File: src/rtl/hl2link_pkg.sv
// Shared definitions for the hl2link send path: channel codes, word widths and packing helpers.
// Both the send arbiter and hl2link itself import this package.
package hl2link_pkg;

    localparam int CMD_DIBITS = 19;
    localparam int RX_DIBITS  = 13;
    localparam int TX_DIBITS  = 16;

    localparam int CMD_W  = 2 * CMD_DIBITS;
    localparam int RX_W   = 2 * RX_DIBITS;
    localparam int TX_W   = 2 * TX_DIBITS;
    localparam int LINK_W = CMD_W;

    // The channel select value is also the send_tuser code seen by hl2link
    typedef enum logic [1:0] {
        SEL_NONE = 2'b00,
        SEL_CMD  = 2'b01,
        SEL_RX   = 2'b10,
        SEL_TX   = 2'b11
    } send_sel_e;

    typedef enum logic [1:0] {
        ST_IDLE,
        ST_OFFER,
        ST_BUSY
    } send_state_e;

    function automatic logic [LINK_W-1:0] pack_rx(input logic [RX_W-1:0] d);
        return {d, {(LINK_W - RX_W){1'b0}}};
    endfunction

    function automatic logic [LINK_W-1:0] pack_tx(input logic [TX_W-1:0] d);
        return {d, {(LINK_W - TX_W){1'b0}}};
    endfunction

endpackage

File: src/rtl/hl2link_send_arb_if.sv
// Stream bundle between the three word producers, the send arbiter and hl2link.
// The slave view is the arbiter; the master view is everything around it.
interface hl2link_send_arb_if;
    import hl2link_pkg::*;

    logic              cmd_tvalid;
    logic [CMD_W-1:0]  cmd_tdata;
    logic              cmd_tready;

    logic              rx_tvalid;
    logic [RX_W-1:0]   rx_tdata;
    logic              rx_tready;

    logic              tx_tvalid;
    logic [TX_W-1:0]   tx_tdata;
    logic              tx_tready;

    logic              send_tvalid;
    logic [LINK_W-1:0] send_tdata;
    logic [1:0]        send_tuser;
    logic              send_tready;
    logic              send_tdone;

    modport slave (
        input  cmd_tvalid, cmd_tdata, rx_tvalid, rx_tdata, tx_tvalid, tx_tdata,
        output cmd_tready, rx_tready, tx_tready,
        output send_tvalid, send_tdata, send_tuser,
        input  send_tready, send_tdone
    );

    modport master (
        output cmd_tvalid, cmd_tdata, rx_tvalid, rx_tdata, tx_tvalid, tx_tdata,
        input  cmd_tready, rx_tready, tx_tready,
        input  send_tvalid, send_tdata, send_tuser,
        output send_tready, send_tdone
    );

endinterface

File: src/rtl/hl2link_arb_hold.sv
// One-entry holding register: captures a word while empty and keeps it until the arbiter
// releases it after hl2link accepts the word.
module hl2link_arb_hold #(
    parameter int W = 32
) (
    input  logic         clk,
    input  logic         rst_n,
    input  logic         load,
    input  logic [W-1:0] din,
    input  logic         unload,
    output logic [W-1:0] dout,
    output logic         full,
    output logic         ready
);

    assign ready = ~full;

    // Release only happens while full and load only while empty, so the two never collide
    always_ff @(posedge clk or negedge rst_n) begin
        if (!rst_n) begin
            full <= 1'b0;
            dout <= '0;
        end else if (unload) begin
            full <= 1'b0;
        end else if (load && !full) begin
            full <= 1'b1;
            dout <= din;
        end
    end

endmodule

File: src/rtl/hl2link_send_arb.sv
// Shares the hl2link send interface between command, RX and TX producers with aged priority,
// keeping exactly one word in flight and abandoning it cleanly on link drop or timeout.
module hl2link_send_arb
    import hl2link_pkg::*;
#(
    parameter int AGE_MAX = 8,
    parameter int TIMEOUT = 64
) (
    input  logic              clk,
    input  logic              rst_n,
    input  logic              running,
    hl2link_send_arb_if.slave bus,
    output logic              abort,
    output logic [7:0]        lost_cnt
);

    localparam int AGE_W   = 4;
    localparam int TIMER_W = 7;
    localparam logic [AGE_W-1:0]   AGE_TOP    = AGE_W'(AGE_MAX);
    localparam logic [TIMER_W-1:0] TIMER_LAST = TIMER_W'(TIMEOUT - 1);

    send_state_e        state, state_n;
    send_sel_e          sel_q, sel_n, pick;
    logic               tvalid_q, tvalid_n;
    logic [LINK_W-1:0]  tdata_q, tdata_n, pick_data;
    logic               abort_n;
    logic [7:0]         lost_n;
    logic [TIMER_W-1:0] timer_q, timer_n;
    logic [AGE_W-1:0]   rx_age, rx_age_n, tx_age, tx_age_n;

    logic               cmd_full, rx_full, tx_full;
    logic [CMD_W-1:0]   cmd_word;
    logic [RX_W-1:0]    rx_word;
    logic [TX_W-1:0]    tx_word;
    logic               cmd_ready, rx_ready, tx_ready;
    logic               accept;

    assign accept = (state == ST_OFFER) && bus.send_tready;

    hl2link_arb_hold #(.W(CMD_W)) u_cmd_hold (
        .clk    (clk),
        .rst_n  (rst_n),
        .load   (bus.cmd_tvalid),
        .din    (bus.cmd_tdata),
        .unload (accept && (sel_q == SEL_CMD)),
        .dout   (cmd_word),
        .full   (cmd_full),
        .ready  (cmd_ready)
    );

    hl2link_arb_hold #(.W(RX_W)) u_rx_hold (
        .clk    (clk),
        .rst_n  (rst_n),
        .load   (bus.rx_tvalid),
        .din    (bus.rx_tdata),
        .unload (accept && (sel_q == SEL_RX)),
        .dout   (rx_word),
        .full   (rx_full),
        .ready  (rx_ready)
    );

    hl2link_arb_hold #(.W(TX_W)) u_tx_hold (
        .clk    (clk),
        .rst_n  (rst_n),
        .load   (bus.tx_tvalid),
        .din    (bus.tx_tdata),
        .unload (accept && (sel_q == SEL_TX)),
        .dout   (tx_word),
        .full   (tx_full),
        .ready  (tx_ready)
    );

    assign bus.cmd_tready  = cmd_ready;
    assign bus.rx_tready   = rx_ready;
    assign bus.tx_tready   = tx_ready;
    assign bus.send_tvalid = tvalid_q;
    assign bus.send_tdata  = tdata_q;
    assign bus.send_tuser  = sel_q;

    // A starved sample channel outranks even cmd; rx wins when both are starved
    always_comb begin
        pick = SEL_NONE;
        if (rx_full && rx_age == AGE_TOP) begin
            pick = SEL_RX;
        end else if (tx_full && tx_age == AGE_TOP) begin
            pick = SEL_TX;
        end else if (cmd_full) begin
            pick = SEL_CMD;
        end else if (tx_full) begin
            pick = SEL_TX;
        end else if (rx_full) begin
            pick = SEL_RX;
        end
    end

    always_comb begin
        case (pick)
            SEL_CMD: pick_data = cmd_word;
            SEL_RX:  pick_data = pack_rx(rx_word);
            SEL_TX:  pick_data = pack_tx(tx_word);
            default: pick_data = '0;
        endcase
    end

    always_comb begin
        state_n  = state;
        tvalid_n = tvalid_q;
        tdata_n  = tdata_q;
        sel_n    = sel_q;
        abort_n  = 1'b0;
        lost_n   = lost_cnt;
        timer_n  = timer_q;
        rx_age_n = rx_age;
        tx_age_n = tx_age;
        case (state)
            ST_IDLE: begin
                if (running && pick != SEL_NONE) begin
                    state_n  = ST_OFFER;
                    tvalid_n = 1'b1;
                    tdata_n  = pick_data;
                    sel_n    = pick;
                end
            end
            ST_OFFER: begin
                // An accept in the same cycle as a link drop still counts as accepted
                if (bus.send_tready) begin
                    state_n  = ST_BUSY;
                    tvalid_n = 1'b0;
                    timer_n  = '0;
                    if (sel_q == SEL_RX) begin
                        rx_age_n = '0;
                    end else if (rx_full && rx_age < AGE_TOP) begin
                        rx_age_n = rx_age + 1'b1;
                    end
                    if (sel_q == SEL_TX) begin
                        tx_age_n = '0;
                    end else if (tx_full && tx_age < AGE_TOP) begin
                        tx_age_n = tx_age + 1'b1;
                    end
                end else if (!running) begin
                    state_n  = ST_IDLE;
                    tvalid_n = 1'b0;
                    abort_n  = 1'b1;
                end
            end
            ST_BUSY: begin
                if (bus.send_tdone) begin
                    state_n = ST_IDLE;
                end else if (!running || timer_q == TIMER_LAST) begin
                    state_n = ST_IDLE;
                    abort_n = 1'b1;
                    if (lost_cnt != 8'hFF) begin
                        lost_n = lost_cnt + 8'd1;
                    end
                end else begin
                    timer_n = timer_q + 1'b1;
                end
            end
            default: state_n = ST_IDLE;
        endcase
    end

    always_ff @(posedge clk or negedge rst_n) begin
        if (!rst_n) begin
            state <= ST_IDLE;
        end else begin
            state <= state_n;
        end
    end

    always_ff @(posedge clk or negedge rst_n) begin
        if (!rst_n) begin
            tvalid_q <= 1'b0;
            tdata_q  <= '0;
            sel_q    <= SEL_NONE;
            abort    <= 1'b0;
            lost_cnt <= 8'd0;
            timer_q  <= '0;
            rx_age   <= '0;
            tx_age   <= '0;
        end else begin
            tvalid_q <= tvalid_n;
            tdata_q  <= tdata_n;
            sel_q    <= sel_n;
            abort    <= abort_n;
            lost_cnt <= lost_n;
            timer_q  <= timer_n;
            rx_age   <= rx_age_n;
            tx_age   <= tx_age_n;
        end
    end

endmodule

File: src/flat_wrapper.sv
// flat-port wrapper written by rule: the top's interface ports become plain ports
module hl2link_send_arb_flat import hl2link_pkg::*;
#(
    parameter int AGE_MAX = 8,
    parameter int TIMEOUT = 64
)
  (clk, rst_n, running, abort, lost_cnt, bus_cmd_tvalid, bus_cmd_tdata, bus_rx_tvalid, bus_rx_tdata, bus_tx_tvalid, bus_tx_tdata, bus_cmd_tready, bus_rx_tready, bus_tx_tready, bus_send_tvalid, bus_send_tdata, bus_send_tuser, bus_send_tready, bus_send_tdone);
  hl2link_send_arb_if bus_i ();
  input  logic clk;
  input  logic rst_n;
  input  logic running;
  output logic abort;
  output logic [7:0] lost_cnt;
  input wire logic [$bits(bus_i.cmd_tvalid)-1:0] bus_cmd_tvalid;
  input wire logic [$bits(bus_i.cmd_tdata)-1:0] bus_cmd_tdata;
  input wire logic [$bits(bus_i.rx_tvalid)-1:0] bus_rx_tvalid;
  input wire logic [$bits(bus_i.rx_tdata)-1:0] bus_rx_tdata;
  input wire logic [$bits(bus_i.tx_tvalid)-1:0] bus_tx_tvalid;
  input wire logic [$bits(bus_i.tx_tdata)-1:0] bus_tx_tdata;
  output wire logic [$bits(bus_i.cmd_tready)-1:0] bus_cmd_tready;
  output wire logic [$bits(bus_i.rx_tready)-1:0] bus_rx_tready;
  output wire logic [$bits(bus_i.tx_tready)-1:0] bus_tx_tready;
  output wire logic [$bits(bus_i.send_tvalid)-1:0] bus_send_tvalid;
  output wire logic [$bits(bus_i.send_tdata)-1:0] bus_send_tdata;
  output wire logic [$bits(bus_i.send_tuser)-1:0] bus_send_tuser;
  input wire logic [$bits(bus_i.send_tready)-1:0] bus_send_tready;
  input wire logic [$bits(bus_i.send_tdone)-1:0] bus_send_tdone;
  assign bus_i.cmd_tvalid = bus_cmd_tvalid;
  assign bus_i.cmd_tdata = bus_cmd_tdata;
  assign bus_i.rx_tvalid = bus_rx_tvalid;
  assign bus_i.rx_tdata = bus_rx_tdata;
  assign bus_i.tx_tvalid = bus_tx_tvalid;
  assign bus_i.tx_tdata = bus_tx_tdata;
  assign bus_cmd_tready = bus_i.cmd_tready;
  assign bus_rx_tready = bus_i.rx_tready;
  assign bus_tx_tready = bus_i.tx_tready;
  assign bus_send_tvalid = bus_i.send_tvalid;
  assign bus_send_tdata = bus_i.send_tdata;
  assign bus_send_tuser = bus_i.send_tuser;
  assign bus_i.send_tready = bus_send_tready;
  assign bus_i.send_tdone = bus_send_tdone;
  hl2link_send_arb #(.AGE_MAX(AGE_MAX), .TIMEOUT(TIMEOUT)) u_core (.clk(clk), .rst_n(rst_n), .running(running), .bus(bus_i), .abort(abort), .lost_cnt(lost_cnt));
endmodule
File: config.mk
export PLATFORM = sky130hd
export DESIGN_NAME = hl2link_send_arb_flat
export DESIGN_NICKNAME = d
export VERILOG_FILES = /design/src/rtl/hl2link_pkg.sv /design/src/rtl/hl2link_send_arb_if.sv /design/src/rtl/hl2link_arb_hold.sv /design/src/rtl/hl2link_send_arb.sv /design/src/flat_wrapper.sv
export SDC_FILE = /design/constraint.sdc
export NUM_CORES = 1
export LEC_CHECK = 0
export BUFFER_PORTS_ARGS = -buffer_cell sky130_fd_sc_hd__buf_2
export CORE_MARGIN = 10
export CORE_UTILIZATION = 54
export DETAILED_ROUTE_END_ITERATION = 7
export PLACE_DENSITY_LB_ADDON = 0.15
export SLEW_MARGIN = 40
export SYNTH_ARGS = -nofsm -noshare
export SYNTH_HDL_FRONTEND = slang
export SYNTH_SLANG_ARGS = --single-unit
File: constraint.sdc
create_clock -name clk -period 2.7 [get_ports clk]
set_clock_uncertainty 0.2 [all_clocks]
set_input_delay 0.135 -clock clk [delete_from_list [all_inputs] [get_ports clk]]
set_output_delay 0.135 -clock clk [all_outputs]
set_load 0.03 [all_outputs]
==> summary.txt <==
Cells and area
  – Synth-to-Final Area Change: 36.9%
  – Final nets: 941
  – Share of layout cells above drive strength 1: 37.9%

Floorplanning
  – Chip width: 136 um
  – Core Footprint: approximately 13000 um2
  – Initial Util: ~55%
  – Row cnt: between 40 and 50
  – Die ar.: 18400 um2
  – I/O pin count: about 160
  – Die height: 136 um

Synthesis
  – Syn Inst Count: about 570
  – Synth top area share: a little under three fifths
  – Synth top cells by count: dfrtp_1 (166), mux2_2 (96), nand2_1 (40)
  – Post-synth top area cell: dfrtp_1
  – Mapped Nets: between 600 and 700
  – Synth Flop Type: dfrtp_1
  – Synth Warn #: 0
  – Register bit total from synthesis: 166
  – EDFF count, synth: 0
  – Synth Area per Inst: 12.8 um2
  – Cell Area, Synth: 7220 um2
  – Post-synthesis sequential area ratio: 57.6%
  – Synth area leaders: dfrtp_1 (58%), mux2_2 (15%), mux2i_1 (2.8%)
  – Ys async rst share: 100%
  – Synth unique cells: 55
  – Most common cell in the netlist: dfrtp_1

Timing
  – Least-Margin Pin Slew: a little under 0.7 ns
  – Tcrit/Tclk final: between 80% and 90%
  – Setup violators final: 0
  – Final setup TNS: 0 ns
  – Minimum clock period: 2.35 ns
  – Max-slew violations: 0
  – Hold Slack: between 0.06 and 0.07 ns
  – RSZ-0062 raised after global routing: no
  – Max Clock Freq: 425 MHz
  – Worst slew margin: about 54%
  – Final Hold Fails: 0

Critical path
  – RR Endpoint: u_core.u_tx_hold.dout[15]
  – Critical path's slowest cell: dfrtp_1
  – Critical Path Max Stage Delay: 0.39 ns
  – Worst Path Required: between 2 and 3 ns
  – FF-to-FF path depth: 7
  – R2R Path Start: u_core.state[1]
  – Critical path class: reg2reg
  – R2r setup slk: 0.35 ns
  – Crit path DAT: roughly 2.5 ns
  – Crit path capture type: flop
  – CP max FO: 20
  – Startpoint types: flop
  – Cell Chain, Critical Path: inv_1, ha_1, and2_1, nand2_1, nand3_2, buf_12, mux2_2

Global route
  – First-pass GRT wire length: ~32000 um
  – Vias in the first global route: slightly above 6000
  – Largest net degree at the start of global routing: between 60 and 70
  – Gr ovfl total: 0
  – GRT Total Usage: between 20% and 30%
  – Initial antenna violation count: 2

Power and ir drop
  – Power Density: between 1000 and 1500 nW/um2
  – Maximum vdd ir drop: between 0.0007 and 0.0008 V
  – Leakage: ~4.7 nW

Clock network
  – Setup bufs post-CTS: 0
  – Reg clk slew, reported paths: 0.07 ns
  – CTS Root Cell: clkbuf_16
  – CTS Buf Count: 17
  – Worst skew pair latency: around 0.42 ns
  – H-tree levels: 4
  – Maximum clock path buffer count: 2
  – Sink Count: between 150 and 200
  – CTS tree: yes

Status
  – Outcome: completed

Drt
  – Via count: about 5600
  – Antenna Nets Post-Route: 0
  – DR vias/cell: 5.47
  – Wirelength, routed: between 15000 and 20000 um
  – First-pass DRT Iterations: 5
  – WL/cell: 19.5 um
  – DRT iter0 DRCs: around 420
  – # DRC: 0

Placement
  – Gpl congestion: a little over 0.8
  – Hpwl dp: roughly 12000 um
  – Port bufs: around 160

Hold path
  – Class of the worst hold path: in2async

Job
  – Max-Cap Viols: 0
how the worst max path moves through the flow:
stage	slack, ns	end	from	cells after the start
after floorplan	0.66	u_core.u_cmd_hold.dout[18]	u_core.state[1]	8
after global placement	0.27	u_core.bus.send_tdata[26]	u_core.rx_age[0]	6
after detailed placement	0.31	u_core.bus.send_tdata[19]	u_core.rx_age[0]	6
after CTS	0.29	u_core.bus.send_tdata[19]	u_core.rx_age[0]	6
after global routing	0.20	u_core.u_cmd_hold.dout[32]	u_core.state[1]	7
final	0.35	u_core.u_tx_hold.dout[15]	u_core.state[1]	7
kinds of logic after synthesis:
family	Yosys count	share of synthesized area (%)
simple gates	125	8.74
fa+ha+maj	9	1.56
buf+inv	42	3.14
xor+xnor	7	0.850
mux	118	18.1
flops	166	57.6
compound gates	99	10.1
stage by stage:
| stage | total power, mW | worst slack, ns | cell area (um2) | instances | utilization [%] |
|---|---|---|---|---|---|
| floorplan | 6.99 | 0.664 | 7220 | 566 | - |
| global placement | 8.01 | 0.268 | 8200 | 882 | 62.2 |
| detailed placement | 8.23 | 0.315 | 8210 | 882 | 62.2 |
| CTS | 10.9 | 0.293 | 9880 | 1017 | 74.9 |
| global route | 11.5 | 0.201 | 9880 | 1019 | 74.9 |
| finish | 10.9 | 0.348 | 9880 | 1019 | 74.9 |
registers in the layout, indices dropped and copies added, names as in the netlist, 2 cells and up:
register	flops
u_core.u_cmd_hold.dout	38
u_core.u_rx_hold.dout	26
u_core.tx_age	4
u_core.state	2
u_core.bus.send_tuser	2
u_core.bus.send_tdata	38
u_core.rx_age	4
u_core.lost_cnt	8
u_core.timer_q	7
u_core.u_tx_hold.dout	32
report_power, final:
part           internal [mW]  leakage (nW)  total, mW  switching [mW]
registers               3.63          2.04       4.34           0.713
clock network           1.56         0.307       2.54           0.985
logic                   1.72          2.35       4.03            2.31
total                   6.91          4.70       10.9            4.01
worst max-delay path: cells and delay by family (launching register included):
| family | cells | cell delay [ns] |
|---|---|---|
| and+or+nand+nor | 3 | 0.63 |
| buffers and inverters | 2 | 0.34 |
| muxes | 1 | 0.36 |
| DFF | 1 | 0.39 |
| adders and majority gates | 1 | 0.31 |
metal layers:
metal / part of all wire (%) / up-vias / track usage (%)
li1: - / 2566 / -
met1: 39 / 2790 / 25.8
met2: 52 / 195 / 37.3
met3: 7.0 / 20 / 7.12
met4: 1.7 / 0 / 7.12
met5: 0 / - / 0
placed cells by master, fill, tap and decap left out, types with 10 or more instances in the layout:
cell type,count
nand2_1,40
dlygate4sd3_1,102
nor2_1,32
a21oi_1,24
buf_4,10
inv_1,13
clkbuf_16,17
dfrtp_1,166
mux2_2,96
buf_2,155
mux2i_1,20
o21ai_0,15
cell type report:
type	instances	area, um2
Sequential cell	166	4150
Timing Repair Buffer	272	1960
Antenna cell	2	5.00
Multi-Input combinational cell	358	2870
Tap cell	176	220
Clock buffer	21	480
Inverter	13	48.8
Fill cell	844	3310
Clock inverter	11	145
repair_timing:
action | in CTS | in global routing
endpoints found under the hold margin | 269 | 0
resized for setup | 0 | 0
endpoints found under the setup margin | 0 | 0
hold buffers | 103 | 0
Power figures use the tool's default switching activity.
